<file path="config.mk">
export PLATFORM = sky130hd
export DESIGN_NAME = mem_port_arbiter
export DESIGN_NICKNAME = d
export VERILOG_FILES = /design/src/rtl/mem_arb_pkg.sv /design/src/rtl/rr_arb2.sv /design/src/rtl/mem_port_arbiter.sv
export SDC_FILE = /design/constraint.sdc
export NUM_CORES = 1
export LEC_CHECK = 0
export ABC_AREA = 1
export BUFFER_PORTS_ARGS = -buffer_cell sky130_fd_sc_hd__buf_2
export CAP_MARGIN = 10
export CORE_AREA = 2 2 115 117
export DETAILED_ROUTE_END_ITERATION = 16
export DIE_AREA = 0 0 117 119
export PLACE_DENSITY = 0.82
export REMOVE_ABC_BUFFERS = 1
export SLEW_MARGIN = 0
export SYNTH_ARGS = -nofsm -noshare
export SYNTH_HDL_FRONTEND = slang
export SYNTH_HIERARCHICAL = 1
export SYNTH_SLANG_ARGS = --single-unit
export TNS_END_PERCENT = 1
</file>
<file path="constraint.sdc">
create_clock -name clk -period 3.1 [get_ports clk]
set_clock_uncertainty 0.15 [all_clocks]
set_input_delay 0 -clock clk [delete_from_list [all_inputs] [get_ports clk]]
set_output_delay 0 -clock clk [all_outputs]
set_load 0.03 [all_outputs]
</file>
<file path="src/rtl/mem_arb_pkg.sv">
// Shared types and bounds for the two-master memory port arbiter.
package mem_arb_pkg;

    typedef enum logic {
        StIdle,
        StWait
    } arb_state_e;

    typedef logic master_id_t;

    localparam int unsigned MemLatMax = 4;
    localparam int unsigned CntW      = 3;

    typedef logic [CntW-1:0] lat_cnt_t;

endpackage

</file>
<file path="src/rtl/rr_arb2.sv">
// Combinational two-way round-robin pick; on conflict the master that did not win last goes.
module rr_arb2
    import mem_arb_pkg::*;
(
    input  logic [1:0]  req_i,
    input  master_id_t  last_i,
    output logic [1:0]  win_o,
    output master_id_t  win_id_o
);

    always_comb begin
        win_o    = 2'b00;
        win_id_o = 1'b0;
        case (req_i)
            2'b01: begin
                win_o    = 2'b01;
                win_id_o = 1'b0;
            end
            2'b10: begin
                win_o    = 2'b10;
                win_id_o = 1'b1;
            end
            2'b11: begin
                if (last_i) begin
                    win_o    = 2'b01;
                    win_id_o = 1'b0;
                end else begin
                    win_o    = 2'b10;
                    win_id_o = 1'b1;
                end
            end
            default: begin
                win_o    = 2'b00;
                win_id_o = 1'b0;
            end
        endcase
    end

endmodule

</file>
<file path="src/rtl/mem_port_arbiter.sv">
// Shares one synchronous memory port between two masters; one transaction in flight,
// round-robin on conflict, read data routed back to the owner after MEM_LAT cycles.
module mem_port_arbiter
    import mem_arb_pkg::*;
#(
    parameter int unsigned ADDR_W  = 32,
    parameter int unsigned DATA_W  = 32,
    parameter int unsigned MEM_LAT = 1
) (
    input  logic              clk,
    input  logic              resetn,

    input  logic              m0_req,
    input  logic              m0_we,
    input  logic [ADDR_W-1:0] m0_addr,
    input  logic [DATA_W-1:0] m0_wdata,
    output logic              m0_gnt,
    output logic              m0_rvalid,
    output logic [DATA_W-1:0] m0_rdata,

    input  logic              m1_req,
    input  logic              m1_we,
    input  logic [ADDR_W-1:0] m1_addr,
    input  logic [DATA_W-1:0] m1_wdata,
    output logic              m1_gnt,
    output logic              m1_rvalid,
    output logic [DATA_W-1:0] m1_rdata,

    output logic [ADDR_W-1:0] mem_addr,
    output logic [DATA_W-1:0] mem_wdata,
    output logic              mem_we,
    input  logic [DATA_W-1:0] mem_rdata
);

    if (MEM_LAT < 1 || MEM_LAT > MemLatMax) begin : g_bad_lat
        $error("mem_port_arbiter: MEM_LAT out of range 1..4");
    end

    localparam lat_cnt_t LatLoad = lat_cnt_t'(MEM_LAT);

    arb_state_e        state_q, state_d;
    lat_cnt_t          cnt_q, cnt_d;
    master_id_t        owner_q, owner_d;
    master_id_t        last_q, last_d;
    logic [ADDR_W-1:0] addr_q, addr_d;
    logic [DATA_W-1:0] wdata_q, wdata_d;

    logic [1:0]        win;
    master_id_t        win_id;
    logic [1:0]        gnt;
    logic [1:0]        rvalid;
    logic              sel_we;
    logic [ADDR_W-1:0] sel_addr;
    logic [DATA_W-1:0] sel_wdata;

    rr_arb2 u_rr_arb2 (
        .req_i    ({m1_req, m0_req}),
        .last_i   (last_q),
        .win_o    (win),
        .win_id_o (win_id)
    );

    assign sel_we    = win_id ? m1_we    : m0_we;
    assign sel_addr  = win_id ? m1_addr  : m0_addr;
    assign sel_wdata = win_id ? m1_wdata : m0_wdata;

    always_comb begin
        state_d = state_q;
        cnt_d   = cnt_q;
        owner_d = owner_q;
        last_d  = last_q;
        addr_d  = addr_q;
        wdata_d = wdata_q;
        gnt     = 2'b00;
        rvalid  = 2'b00;
        mem_we  = 1'b0;
        // Nothing is granted or returned while reset is held, so a read in flight just vanishes.
        if (resetn) begin
            unique case (state_q)
                StIdle: begin
                    if (|win) begin
                        gnt     = win;
                        mem_we  = sel_we;
                        addr_d  = sel_addr;
                        wdata_d = sel_wdata;
                        last_d  = win_id;
                        if (!sel_we) begin
                            state_d = StWait;
                            owner_d = win_id;
                            cnt_d   = LatLoad;
                        end
                    end
                end
                StWait: begin
                    cnt_d = cnt_q - lat_cnt_t'(1);
                    if (cnt_q == lat_cnt_t'(1)) begin
                        rvalid[owner_q] = 1'b1;
                        state_d         = StIdle;
                    end
                end
            endcase
        end
    end

    always_ff @(posedge clk) begin
        if (!resetn) begin
            state_q <= StIdle;
            cnt_q   <= '0;
            owner_q <= 1'b0;
            last_q  <= 1'b1;
            addr_q  <= '0;
            wdata_q <= '0;
        end else begin
            state_q <= state_d;
            cnt_q   <= cnt_d;
            owner_q <= owner_d;
            last_q  <= last_d;
            addr_q  <= addr_d;
            wdata_q <= wdata_d;
        end
    end

    // addr_d/wdata_d equal the held values except in an issue cycle.
    assign mem_addr  = addr_d;
    assign mem_wdata = wdata_d;

    assign m0_gnt    = gnt[0];
    assign m1_gnt    = gnt[1];
    assign m0_rvalid = rvalid[0];
    assign m1_rvalid = rvalid[1];
    assign m0_rdata  = rvalid[0] ? mem_rdata : '0;
    assign m1_rdata  = rvalid[1] ? mem_rdata : '0;

endmodule

</file>
==> results of run 1 <==
==> metal layers <==
| layer | track usage, % | part of all wire, % |
|---|---|---|
| met1 | 30.6 | 38 |
| met4 | 15.1 | 4.1 |
| met2 | 49.0 | 50 |
| met3 | 5.24 | 7.1 |
| met5 | 0 | 0 |
==> power by group <==
part | switching (uW) | internal [uW]
combinational | 1240 | 670
clock | 372 | 620
sequential | 103 | 1020
==> synthesized netlist by cell type <==
cell	number	share of area [%]
a31oi_1	47	5.3
o21ai_0	2	0.18
o31ai_1	1	0.13
buf_6	9	1.8
clkbuf_4	1	0.13
nand3_1	3	0.27
nor2_1	123	8.3
buf_2	19	1.7
dfxtp_1	70	25
nand2_1	526	35
inv_2	4	0.27
clkbuf_1	15	1.0
nor2_2	11	1.2
buf_4	19	2.6
inv_4	1	0.11
nor3b_1	1	0.13
a21oi_1	69	6.2
nand2_2	1	0.11
a31oi_2	17	3.8
nand2_4	1	0.20
ha_1	2	0.45
nor3_4	2	0.58
buf_1	2	0.13
nor2_4	2	0.40
buf_8	5	1.3
inv_1	44	3.0
==> layout make-up <==
type | count | area share (%)
repair buffers | 413 | 32.0
multi-input cells | 808 | 42.4
inverters | 49 | 2.26
clock inverters | 4 | 0.576
clock buffers | 12 | 2.86
well taps | 176 | 2.67
diodes | 6 | 0.182
flip-flops and latches | 70 | 17.0
==> cell families (layout without fill, tap and decap cells) <==
logic type               count (synthesis)  in the layout  share of synthesized area, %
adder cells (fa/ha/maj)                  2              2                         0.449
buffers and inverters                  119            478                          12.1
AO/OA/AOI/OAI                          136            136                          15.6
flip-flops                              70             70                          25.2
other                                    0              6                             0
AND/OR/NAND/NOR                        670            670                          46.7
==> through the flow <==
step	utilization, %	total power (uW)
2_1_floorplan	-	2330
3_5_place_dp	53.6	2860
5_1_grt	64.1	4270
3_3_place_gp	53.6	2840
4_1_cts	64.0	4010
6_report	64.1	4030
==> state kept, by name, indices dropped and copies added (netlist names) <==
| name | flops |
|---|---|
| addr_q | 32 |
| last_q | 1 |
| cnt_q | 3 |
| owner_q | 1 |
| state_q | 1 |
| wdata_q | 32 |
==> path summary, 6_finish.rpt <==
| kind | from | endpoint | slack (ns) | cells past startpoint |
|---|---|---|---|---|
| max | last_q | wdata_q[29] | 0.36 | 10 |
| min | m0_wdata[26] | wdata_q[26] | 0.007 | 7 |
| max reg2reg | last_q | wdata_q[29] | 0.36 | 10 |
| min reg2reg | addr_q[3] | addr_q[3] | 0.33 | 2 |
==> worst reg2reg max path, delay by kind of cell (launching register included) <==
kind                   cells  cell delay [ns]
AND/OR/NAND/NOR            5             0.48
flip-flops                 1             0.41
buffers and inverters      3             1.38
AO/OA/AOI/OAI              2             0.25
==> flow_results.xml, run 1 <==
<?xml version="1.0" encoding="UTF-8"?>
<metrics>
  <group name="outcome">
    <metric name="status" unit="">completed</metric>
  </group>
  <group name="routing">
    <metric name="drtPass1Iterations" unit="">5</metric>
    <metric name="route.detailed.drc" unit="">0</metric>
    <metric name="postRouteWirelength" unit="mm">20.2</metric>
    <metric name="via_count" unit="">7567</metric>
    <metric name="drt_first_iter_violations" unit="">534</metric>
    <metric name="wl_per_cell" unit="um">13.2</metric>
    <metric name="drtAntennaViolNets" unit="">0</metric>
    <metric name="avgViaCountPerCell" unit="">4.92</metric>
  </group>
  <group name="grt">
    <metric name="grt_first_pass_wirelength" unit="mm">30.9</metric>
    <metric name="grt_start_max_net_pins" unit="">107</metric>
    <metric name="grt_use_total" unit="%">27.7</metric>
    <metric name="via_count_of_the_first_global_routing_pass" unit="">6615</metric>
    <metric name="globalRoute.totalOverflow" unit="">0</metric>
    <metric name="antenna_violations_before_repair" unit="">6</metric>
  </group>
  <group name="timing">
    <metric name="tightest_slew" unit="ns">0.782</metric>
    <metric name="finalCriticalPeriod" unit="ns">2.74</metric>
    <metric name="timing.slew.headroom" unit="%">47.8</metric>
    <metric name="rsz_0062_raised_after_global_routing" unit="">no</metric>
    <metric name="hold_ws" unit="ns">0.00710</metric>
    <metric name="maxClockFrequency" unit="GHz">0.365</metric>
    <metric name="final_hold_violations" unit="">0</metric>
    <metric name="drv_slew" unit="">0</metric>
    <metric name="setup_ws" unit="ns">0.362</metric>
    <metric name="setup_viol_count_final" unit="">0</metric>
    <metric name="finalSetupTns" unit="ns">0</metric>
    <metric name="finalCritPeriodShare" unit="%">88.3</metric>
  </group>
  <group name="layout">
    <metric name="post_route_cells_drive_above_1_share" unit="%">26.7</metric>
    <metric name="final_cell_area" unit="um^2">8260</metric>
    <metric name="layout_common_cells" unit="">526 x nand2_1, 298 x buf_2, 123 x nor2_1</metric>
    <metric name="layout_area_growth_over_synthesis" unit="%">48.3</metric>
    <metric name="finalNetCount" unit="">1519</metric>
    <metric name="final-instance-count-excl-fill" unit="">1538</metric>
    <metric name="sequential_cell_area" unit="um^2">1400</metric>
    <metric name="fill_cells" unit="">1141</metric>
    <metric name="area_taken_by_multi_input_logic_gates" unit="um^2">3510</metric>
    <metric name="most_common_cell_after_layout_fill_and_taps_aside" unit="">nand2_1</metric>
  </group>
  <group name="logic_synthesis">
    <metric name="cells_after_synthesis" unit="">997</metric>
    <metric name="yosys_register_bits" unit="">70</metric>
    <metric name="ys_types" unit="">26</metric>
    <metric name="seq_area_frac_synth" unit="%">25.2</metric>
    <metric name="yosys_warnings" unit="">6</metric>
    <metric name="average_size_of_a_mapped_cell" unit="um^2">5.58</metric>
    <metric name="mappedNetlistArea" unit="um^2">5570</metric>
  </group>
  <group name="floorplan">
    <metric name="die-area" unit="um^2">13900</metric>
    <metric name="die-width" unit="um">117</metric>
    <metric name="io-pin-count" unit="">299</metric>
    <metric name="core_area" unit="um^2">12900</metric>
    <metric name="row_count" unit="">42</metric>
    <metric name="die_h" unit="um">119</metric>
    <metric name="initial_utilization" unit="%">43.2</metric>
  </group>
  <group name="placed_design">
    <metric name="detailed_place.area" unit="um^2">6900</metric>
    <metric name="dp_worst_setup_slack" unit="ns">0.986</metric>
    <metric name="io_buffers" unit="">298</metric>
    <metric name="gp_congestion" unit="">0.829</metric>
    <metric name="placedCellCount" unit="">1410</metric>
    <metric name="dpl_wire_length" unit="mm">13.0</metric>
  </group>
  <group name="power_and_ir_drop">
    <metric name="power.density" unit="nW/um^2">487</metric>
    <metric name="power.static_leakage" unit="uW">0.00461</metric>
    <metric name="ir_worst_vdd" unit="uV">279</metric>
  </group>
  <group name="cts">
    <metric name="cts_buffers" unit="">9</metric>
    <metric name="clock_tree_root" unit="">clkbuf_16</metric>
    <metric name="htree_depth" unit="">3</metric>
    <metric name="cts_resized" unit="">0</metric>
    <metric name="clk_transition_reported_paths" unit="ns">0.06</metric>
    <metric name="cts-hold-fix-buffers" unit="">106</metric>
    <metric name="cts_tree" unit="">yes</metric>
    <metric name="post-cts-setup-buffers" unit="">0</metric>
    <metric name="clock_latency_on_the_worst_skew_pair" unit="ns">0.33</metric>
    <metric name="cts-root-to-sink-buffers" unit="">2</metric>
    <metric name="cts.sinks" unit="">70</metric>
  </group>
  <group name="setup_path">
    <metric name="critical-path-slowest-cell" unit="">dlygate4sd3_1</metric>
    <metric name="crit_family" unit="">buffers and inverters</metric>
    <metric name="worst-endpoint-required" unit="ns">3.20</metric>
    <metric name="critPathLaunchType" unit="">flip-flop</metric>
    <metric name="cp_num_buf_inv" unit="">3</metric>
    <metric name="crit_path_end_kind" unit="">flip-flop</metric>
    <metric name="delay_of_the_slowest_cell_on_the_worst_path" unit="ns">0.57</metric>
    <metric name="critPathMostFrequentCell" unit="">nand2_1</metric>
    <metric name="maximum_fanout_encountered_on_the_critical_timing_path" unit="">47</metric>
    <metric name="critical_path_class" unit="">reg2reg</metric>
    <metric name="cp.arrival" unit="ns">2.84</metric>
    <metric name="path_cells" unit="">a21oi_4 -&gt; inv_2 -&gt; buf_4 -&gt; nand2_1 -&gt; nand2_1 -&gt; dlygate4sd3_1 -&gt; nand2_1 -&gt; nand2_1 -&gt; nand2_1 -&gt; a21oi_1</metric>
  </group>
  <group name="worst_hold_path">
    <metric name="worst_hold_path_type" unit="">in2reg</metric>
  </group>
  <group name="flow_run">
    <metric name="maxCapViolCount" unit="">0</metric>
  </group>
</metrics>
No activity file was read; power rests on OpenSTA's default activity.
==> run 2: changes to the inputs <==
BUFFER_PORTS_ARGS = -buffer_cell sky130_fd_sc_hd__buf_4   (was -buffer_cell sky130_fd_sc_hd__buf_2)
GPL_TIMING_DRIVEN = 0   (was not set)
==> run 2 against run 1 <==
Compared with the run above: setup slack got worse by 0.21 ns; die area is the same; core utilization up 5.9 points.
==> flow_results.xml, run 2 (same netlist as run 1, synthesis figures left out) <==
<?xml version="1.0" encoding="UTF-8"?>
<metrics>
  <group name="outcome">
    <metric name="status" unit="">completed</metric>
  </group>
  <group name="routing">
    <metric name="drtAntennaViolNets" unit="">0</metric>
    <metric name="avgViaCountPerCell" unit="">5.06</metric>
    <metric name="route.detailed.drc" unit="">0</metric>
    <metric name="route.top_layer_used" unit="">met4</metric>
    <metric name="drt_first_iter_violations" unit="">398</metric>
    <metric name="postRouteWirelength" unit="mm">21.6</metric>
    <metric name="via_count" unit="">7742</metric>
    <metric name="wire_length_on_met2" unit="mm">10.9</metric>
    <metric name="routedLengthMet1" unit="mm">7.98</metric>
    <metric name="drtPass1Iterations" unit="">5</metric>
    <metric name="wl_per_cell" unit="um">14.1</metric>
    <metric name="wl_met3" unit="mm">1.67</metric>
  </group>
  <group name="cts">
    <metric name="htree_depth" unit="">3</metric>
    <metric name="cts-root-to-sink-buffers" unit="">2</metric>
    <metric name="cts_buffers" unit="">9</metric>
    <metric name="cts_tree" unit="">yes</metric>
    <metric name="post-cts-setup-buffers" unit="">0</metric>
    <metric name="clock_latency_on_the_worst_skew_pair" unit="ns">0.32</metric>
    <metric name="clk_transition_reported_paths" unit="ns">0.05</metric>
    <metric name="clock_tree_root" unit="">clkbuf_16</metric>
    <metric name="cts.sinks" unit="">70</metric>
  </group>
  <group name="grt">
    <metric name="grt_use_total" unit="%">30.0</metric>
    <metric name="antenna_violations_before_repair" unit="">5</metric>
    <metric name="grt_start_max_net_pins" unit="">68</metric>
    <metric name="grt_first_pass_wirelength" unit="mm">33.4</metric>
    <metric name="globalRoute.totalOverflow" unit="">0</metric>
    <metric name="via_count_of_the_first_global_routing_pass" unit="">7150</metric>
  </group>
  <group name="power_and_ir_drop">
    <metric name="power.static_leakage" unit="uW">0.00477</metric>
    <metric name="ir_worst_vdd" unit="uV">246</metric>
    <metric name="power.density" unit="nW/um^2">462</metric>
  </group>
  <group name="timing">
    <metric name="setup_viol_count_final" unit="">0</metric>
    <metric name="final_hold_violations" unit="">0</metric>
    <metric name="timing.slew.headroom" unit="%">45.4</metric>
    <metric name="finalCritPeriodShare" unit="%">95.0</metric>
    <metric name="maxClockFrequency" unit="GHz">0.339</metric>
    <metric name="tightest_slew" unit="ns">0.819</metric>
    <metric name="drv_slew" unit="">0</metric>
    <metric name="finalCriticalPeriod" unit="ns">2.95</metric>
    <metric name="rsz_0062_raised_after_global_routing" unit="">no</metric>
    <metric name="finalSetupTns" unit="ns">0</metric>
  </group>
  <group name="setup_path">
    <metric name="critical-path-slowest-cell" unit="">nor2_4</metric>
    <metric name="critical_path_class" unit="">reg2out</metric>
    <metric name="crit_path_end_kind" unit="">primary output</metric>
    <metric name="critPathLaunchType" unit="">flip-flop</metric>
    <metric name="worst-endpoint-required" unit="ns">2.95</metric>
    <metric name="path_cells" unit="">nand2_1 -&gt; nand2_1 -&gt; nor2_4 -&gt; buf_12 -&gt; nor2_4 -&gt; buf_12 -&gt; a31oi_1 -&gt; buf_4</metric>
    <metric name="crit_family" unit="">simple AND/OR/NAND/NOR gates</metric>
    <metric name="maximum_fanout_encountered_on_the_critical_timing_path" unit="">39</metric>
    <metric name="cp_num_buf_inv" unit="">3</metric>
    <metric name="delay_of_the_slowest_cell_on_the_worst_path" unit="ns">0.65</metric>
    <metric name="cp.arrival" unit="ns">2.80</metric>
  </group>
  <group name="placed_design">
    <metric name="gp_congestion" unit="">0.798</metric>
    <metric name="io_buffers" unit="">298</metric>
    <metric name="dpl_wire_length" unit="mm">14.0</metric>
    <metric name="detailed_place.area" unit="um^2">7710</metric>
  </group>
  <group name="flow_run">
    <metric name="maxCapViolCount" unit="">0</metric>
  </group>
  <group name="layout">
    <metric name="finalNetCount" unit="">1513</metric>
    <metric name="final_cell_area" unit="um^2">9020</metric>
    <metric name="layout_area_growth_over_synthesis" unit="%">62.0</metric>
    <metric name="top_regs" unit="">addr_q: 32 flops, wdata_q: 32 flops, cnt_q: 3 flops</metric>
    <metric name="most_common_cell_after_layout_fill_and_taps_aside" unit="">nand2_1</metric>
    <metric name="layout_common_cells" unit="">526 x nand2_1, 298 x buf_4, 123 x nor2_1</metric>
    <metric name="post_route_cells_drive_above_1_share" unit="%">27.0</metric>
  </group>
  <group name="floorplan">
    <metric name="core_area" unit="um^2">12900</metric>
    <metric name="die-area" unit="um^2">13900</metric>
    <metric name="die-width" unit="um">117</metric>
    <metric name="row_count" unit="">42</metric>
    <metric name="die_h" unit="um">119</metric>
    <metric name="io-pin-count" unit="">299</metric>
    <metric name="initial_utilization" unit="%">43.2</metric>
  </group>
  <group name="worst_hold_path">
    <metric name="worst_hold_path_type" unit="">in2reg</metric>
  </group>
</metrics>
==> run 2: tightest hold or removal path, cell delays in order <==
cell and delay [ns]:
buf_4 0.08, nand2_1 0.05, nand2_1 0.06, nand2_1 0.05, nand2_1 0.06, nand2_1 0.04, a21oi_1 0.10
==> run 2: power by group <==
| part | internal (uW) | switching (uW) |
|---|---|---|
| combinational | 851 | 1270 |
| clock | 534 | 373 |
| sequential | 1020 | 114 |
| total | 2410 | 1760 |
==> run 2: through the flow <==
stage | worst slack, ns | std cells | util, % | power [uW] | hold WS, ns
finish | 0.153 | 1530 | 70.0 | 4160 | 0.00239
global route | 0.00255 | 1530 | 70.0 | 4410 | 0.0245
CTS | 0.0159 | 1524 | 69.7 | 4130 | 0.000359
detailed placement | 0.0709 | 1409 | 59.9 | 3070 | 0.144
global placement | -4.81 | 1401 | 58.6 | 3020 | 0.128
floorplan | -1.62 | 927 | - | 2330 | -0.0295
==> run 2: cell type report <==
type / instances / area [um^2]
Multi-Input combinational cell: 809 / 3520
Sequential cell: 70 / 1410
Clock buffer: 11 / 233
Inverter: 49 / 199
Timing Repair Buffer: 406 / 3410
Fill cell: 1069 / 3860
Tap cell: 176 / 220
Antenna cell: 5 / 12.5
Clock inverter: 4 / 25.0
==> run 2: final timing paths <==
path | to | start | depth (start not counted) | slack [ns]
setup / recovery | mem_wdata[12] | last_q | 8 | 0.15
hold / removal | addr_q[15] | m1_addr[15] | 7 | 0.002
setup reg to reg | addr_q[26] | last_q | 10 | 0.45
hold reg to reg | addr_q[23] | addr_q[23] | 2 | 0.33
==> run 2: repair_timing <==
item                                    in CTS  in global routing
hold buffers                                99                  0
endpoints found under the setup margin      50                 66
hold endpoints to repair                    57                  0
pin swaps                                    1                  0
gates cloned                                 1                  0
gates resized for setup                      1                  6
==> run 2: per-layer routing <==
layer | GRT usage, % | up-vias
li1 | - | 3805
met1 | 31.6 | 3524
met2 | 51.7 | 347
met3 | 7.43 | 66
met4 | 20.4 | 0
met5 | 0 | -
==> run 3: changes to the inputs <==
CORE_AREA = not set   (was 2 2 115 117)
CORE_MARGIN = 2   (was not set)
CORE_UTILIZATION = 42   (was not set)
DIE_AREA = not set   (was 0 0 117 119)
clock period = 2.4 ns   (was 3.1 ns; I/O delays follow)
==> run 3 against run 2 <==
Compared with the run above: the run now ends with negative setup slack left; sequential share of layout area down 0.40 points; core utilization up 0.70 points; cell count up 0.59%; non-clock buffer count up 8; highest routed layer unchanged; setup slack worse by 0.16 ns; routed wire length up 8.7%; largest power group unchanged; via count up 2.0%; count of clock-buffer cells in the layout up 2.
==> flow_results.xml, run 3 (same netlist as run 1, synthesis figures left out) <==
<?xml version="1.0" encoding="UTF-8"?>
<metrics>
  <group name="outcome">
    <metric name="status" unit="">finished with violations</metric>
    <metric name="violations" unit="">negative setup slack</metric>
  </group>
  <group name="grt">
    <metric name="via_count_of_the_first_global_routing_pass" unit="">7412</metric>
    <metric name="globalRoute.totalOverflow" unit="">0</metric>
    <metric name="antenna_violations_before_repair" unit="">2</metric>
    <metric name="grt_use_total" unit="%">31.4</metric>
    <metric name="grt_first_pass_wirelength" unit="mm">35.9</metric>
    <metric name="grt_start_max_net_pins" unit="">67</metric>
  </group>
  <group name="flow_run">
    <metric name="maxCapViolCount" unit="">0</metric>
  </group>
  <group name="placed_design">
    <metric name="io_buffers" unit="">298</metric>
    <metric name="gp_congestion" unit="">0.801</metric>
    <metric name="dpl_wire_length" unit="mm">13.6</metric>
    <metric name="dp_worst_setup_slack" unit="ns">-0.837</metric>
  </group>
  <group name="setup_path">
    <metric name="crit_path_end_kind" unit="">primary output</metric>
    <metric name="path_cells" unit="">nand2_1 -&gt; nand2_2 -&gt; nor2_4 -&gt; nor2_4 -&gt; buf_4 -&gt; buf_12 -&gt; nor2_1 -&gt; a31oi_1 -&gt; buf_4</metric>
    <metric name="critical-path-slowest-cell" unit="">dfxtp_1</metric>
    <metric name="maximum_fanout_encountered_on_the_critical_timing_path" unit="">32</metric>
    <metric name="critical_path_class" unit="">reg2out</metric>
    <metric name="crit_family" unit="">simple AND/OR/NAND/NOR gates</metric>
    <metric name="cp_num_buf_inv" unit="">3</metric>
    <metric name="reg2reg_depth" unit="">11</metric>
    <metric name="critPathLaunchType" unit="">flip-flop</metric>
    <metric name="worst-endpoint-required" unit="ns">2.25</metric>
    <metric name="rr_startpoint" unit="">last_q</metric>
    <metric name="reg2reg_to" unit="">wdata_q[14]</metric>
    <metric name="rrSetupSlack" unit="ns">0.22</metric>
    <metric name="cp.arrival" unit="ns">2.26</metric>
    <metric name="delay_of_the_slowest_cell_on_the_worst_path" unit="ns">0.48</metric>
  </group>
  <group name="timing">
    <metric name="finalCritPeriodShare" unit="%">100</metric>
    <metric name="setup_ws" unit="ns">-0.00692</metric>
    <metric name="finalSetupTns" unit="ns">-0.00692</metric>
    <metric name="final_hold_violations" unit="">0</metric>
    <metric name="finalCriticalPeriod" unit="ns">2.41</metric>
    <metric name="timing.slew.headroom" unit="%">57.8</metric>
    <metric name="maxClockFrequency" unit="GHz">0.415</metric>
    <metric name="tightest_slew" unit="ns">0.632</metric>
    <metric name="setup_viol_count_final" unit="">1</metric>
    <metric name="drv_slew" unit="">0</metric>
  </group>
  <group name="power_and_ir_drop">
    <metric name="fin_total_pwr" unit="uW">5640</metric>
    <metric name="ir_worst_vdd" unit="uV">351</metric>
    <metric name="power.static_leakage" unit="uW">0.00487</metric>
    <metric name="power.density" unit="nW/um^2">610</metric>
  </group>
  <group name="cts">
    <metric name="cts_tree" unit="">yes</metric>
    <metric name="clock_latency_on_the_worst_skew_pair" unit="ns">0.32</metric>
    <metric name="cts-root-to-sink-buffers" unit="">2</metric>
    <metric name="htree_depth" unit="">3</metric>
    <metric name="cts_buffers" unit="">9</metric>
    <metric name="clk_transition_reported_paths" unit="ns">0.06</metric>
    <metric name="clock_tree_root" unit="">clkbuf_16</metric>
    <metric name="cts.sinks" unit="">70</metric>
  </group>
  <group name="routing">
    <metric name="avgViaCountPerCell" unit="">5.13</metric>
    <metric name="drtAntennaViolNets" unit="">0</metric>
    <metric name="route.detailed.drc" unit="">0</metric>
    <metric name="drtPass1Iterations" unit="">5</metric>
    <metric name="drt_first_iter_violations" unit="">599</metric>
    <metric name="wl_per_cell" unit="um">15.2</metric>
    <metric name="postRouteWirelength" unit="mm">23.4</metric>
    <metric name="via_count" unit="">7895</metric>
  </group>
  <group name="floorplan">
    <metric name="io-pin-count" unit="">299</metric>
    <metric name="row_count" unit="">42</metric>
    <metric name="initial_utilization" unit="%">42.6</metric>
    <metric name="die-area" unit="um^2">14200</metric>
    <metric name="die-width" unit="um">119</metric>
    <metric name="core_area" unit="um^2">13100</metric>
    <metric name="die_h" unit="um">119</metric>
  </group>
  <group name="worst_hold_path">
    <metric name="hold_crit_start" unit="">m0_addr[24]</metric>
    <metric name="worst_hold_path_type" unit="">in2reg</metric>
    <metric name="whs_path_depth" unit="">7</metric>
    <metric name="timing.hold.worst_endpoint" unit="">addr_q[24]</metric>
  </group>
  <group name="layout">
    <metric name="finalNetCount" unit="">1524</metric>
    <metric name="layout_area_growth_over_synthesis" unit="%">66.3</metric>
    <metric name="post_route_cells_drive_above_1_share" unit="%">27.9</metric>
    <metric name="postLayoutCoreUtil" unit="%">70.7</metric>
    <metric name="layout_common_cells" unit="">525 x nand2_1, 303 x buf_4, 122 x nor2_1</metric>
    <metric name="most_common_cell_after_layout_fill_and_taps_aside" unit="">nand2_1</metric>
    <metric name="top_regs" unit="">addr_q: 32 flops, wdata_q: 32 flops, cnt_q: 3 flops</metric>
  </group>
</metrics>
## run 3: timing repair
item / in CTS / in global routing
buffers inserted: 7 / 2
hold buffers: 97 / 0
pin swaps: 4 / 1
endpoints found under the hold margin: 54 / 0
endpoints found under the setup margin: 135 / 51
gates resized for setup: 15 / 5
gates cloned: 5 / 1
## run 3: routing by layer
layer / vias to the layer above / global-route usage, % / routed length (um)
met5: - / 0 / 0
met4: 0 / 16.9 / 1120
met3: 85 / 5.89 / 1720
met2: 382 / 56.5 / 12000
met1: 3601 / 34.7 / 8590
li1: 3827 / - / -
## run 3: worst max-delay path by stage
stage | start | to | slack (ns) | cells after the start
floorplan | last_q | addr_q[16] | -2.32 | 8
global placement | last_q | addr_q[25] | -5.37 | 8
detailed placement | state_q | mem_addr[7] | -0.84 | 9
CTS | state_q | mem_addr[7] | -0.02 | 9
global route | last_q | mem_addr[5] | -0.06 | 9
finish | last_q | mem_addr[5] | -0.007 | 9
## run 3: stage by stage
stage               instances  area [um^2]  hold WS, ns
finish                   1539         9260      0.00622
global route             1539         9260       0.0414
CTS                      1535         9220     0.000165
detailed placement       1410         7760        0.142
global placement         1401         7540        0.137
floorplan                 927         5080      -0.0295
## run 3: worst register-to-register path: cells and delay by family, from the launching register on
kind / cells / cell delay, ns
compound gates: 1 / 0.12
flops: 1 / 0.38
simple gates: 6 / 0.71
buf+inv: 4 / 0.73
## run 3: report_power, final
part | leakage, uW | switching (uW) | internal [uW]
logic | 0.00415 | 1720 | 1120
clock network | 0.000146 | 486 | 860
registers | 0.000578 | 135 | 1320
## run 3: final cells by class
cell class	instances	area (um^2)
inverters	49	210
fillers	1044	3830
clock buffers	13	260
well taps	176	220
clock inverters	3	42.5
multi-input cells	810	3550
repair buffers	414	3550
repair inverters	2	17.5
flip-flops and latches	70	1410
diodes	2	5.00
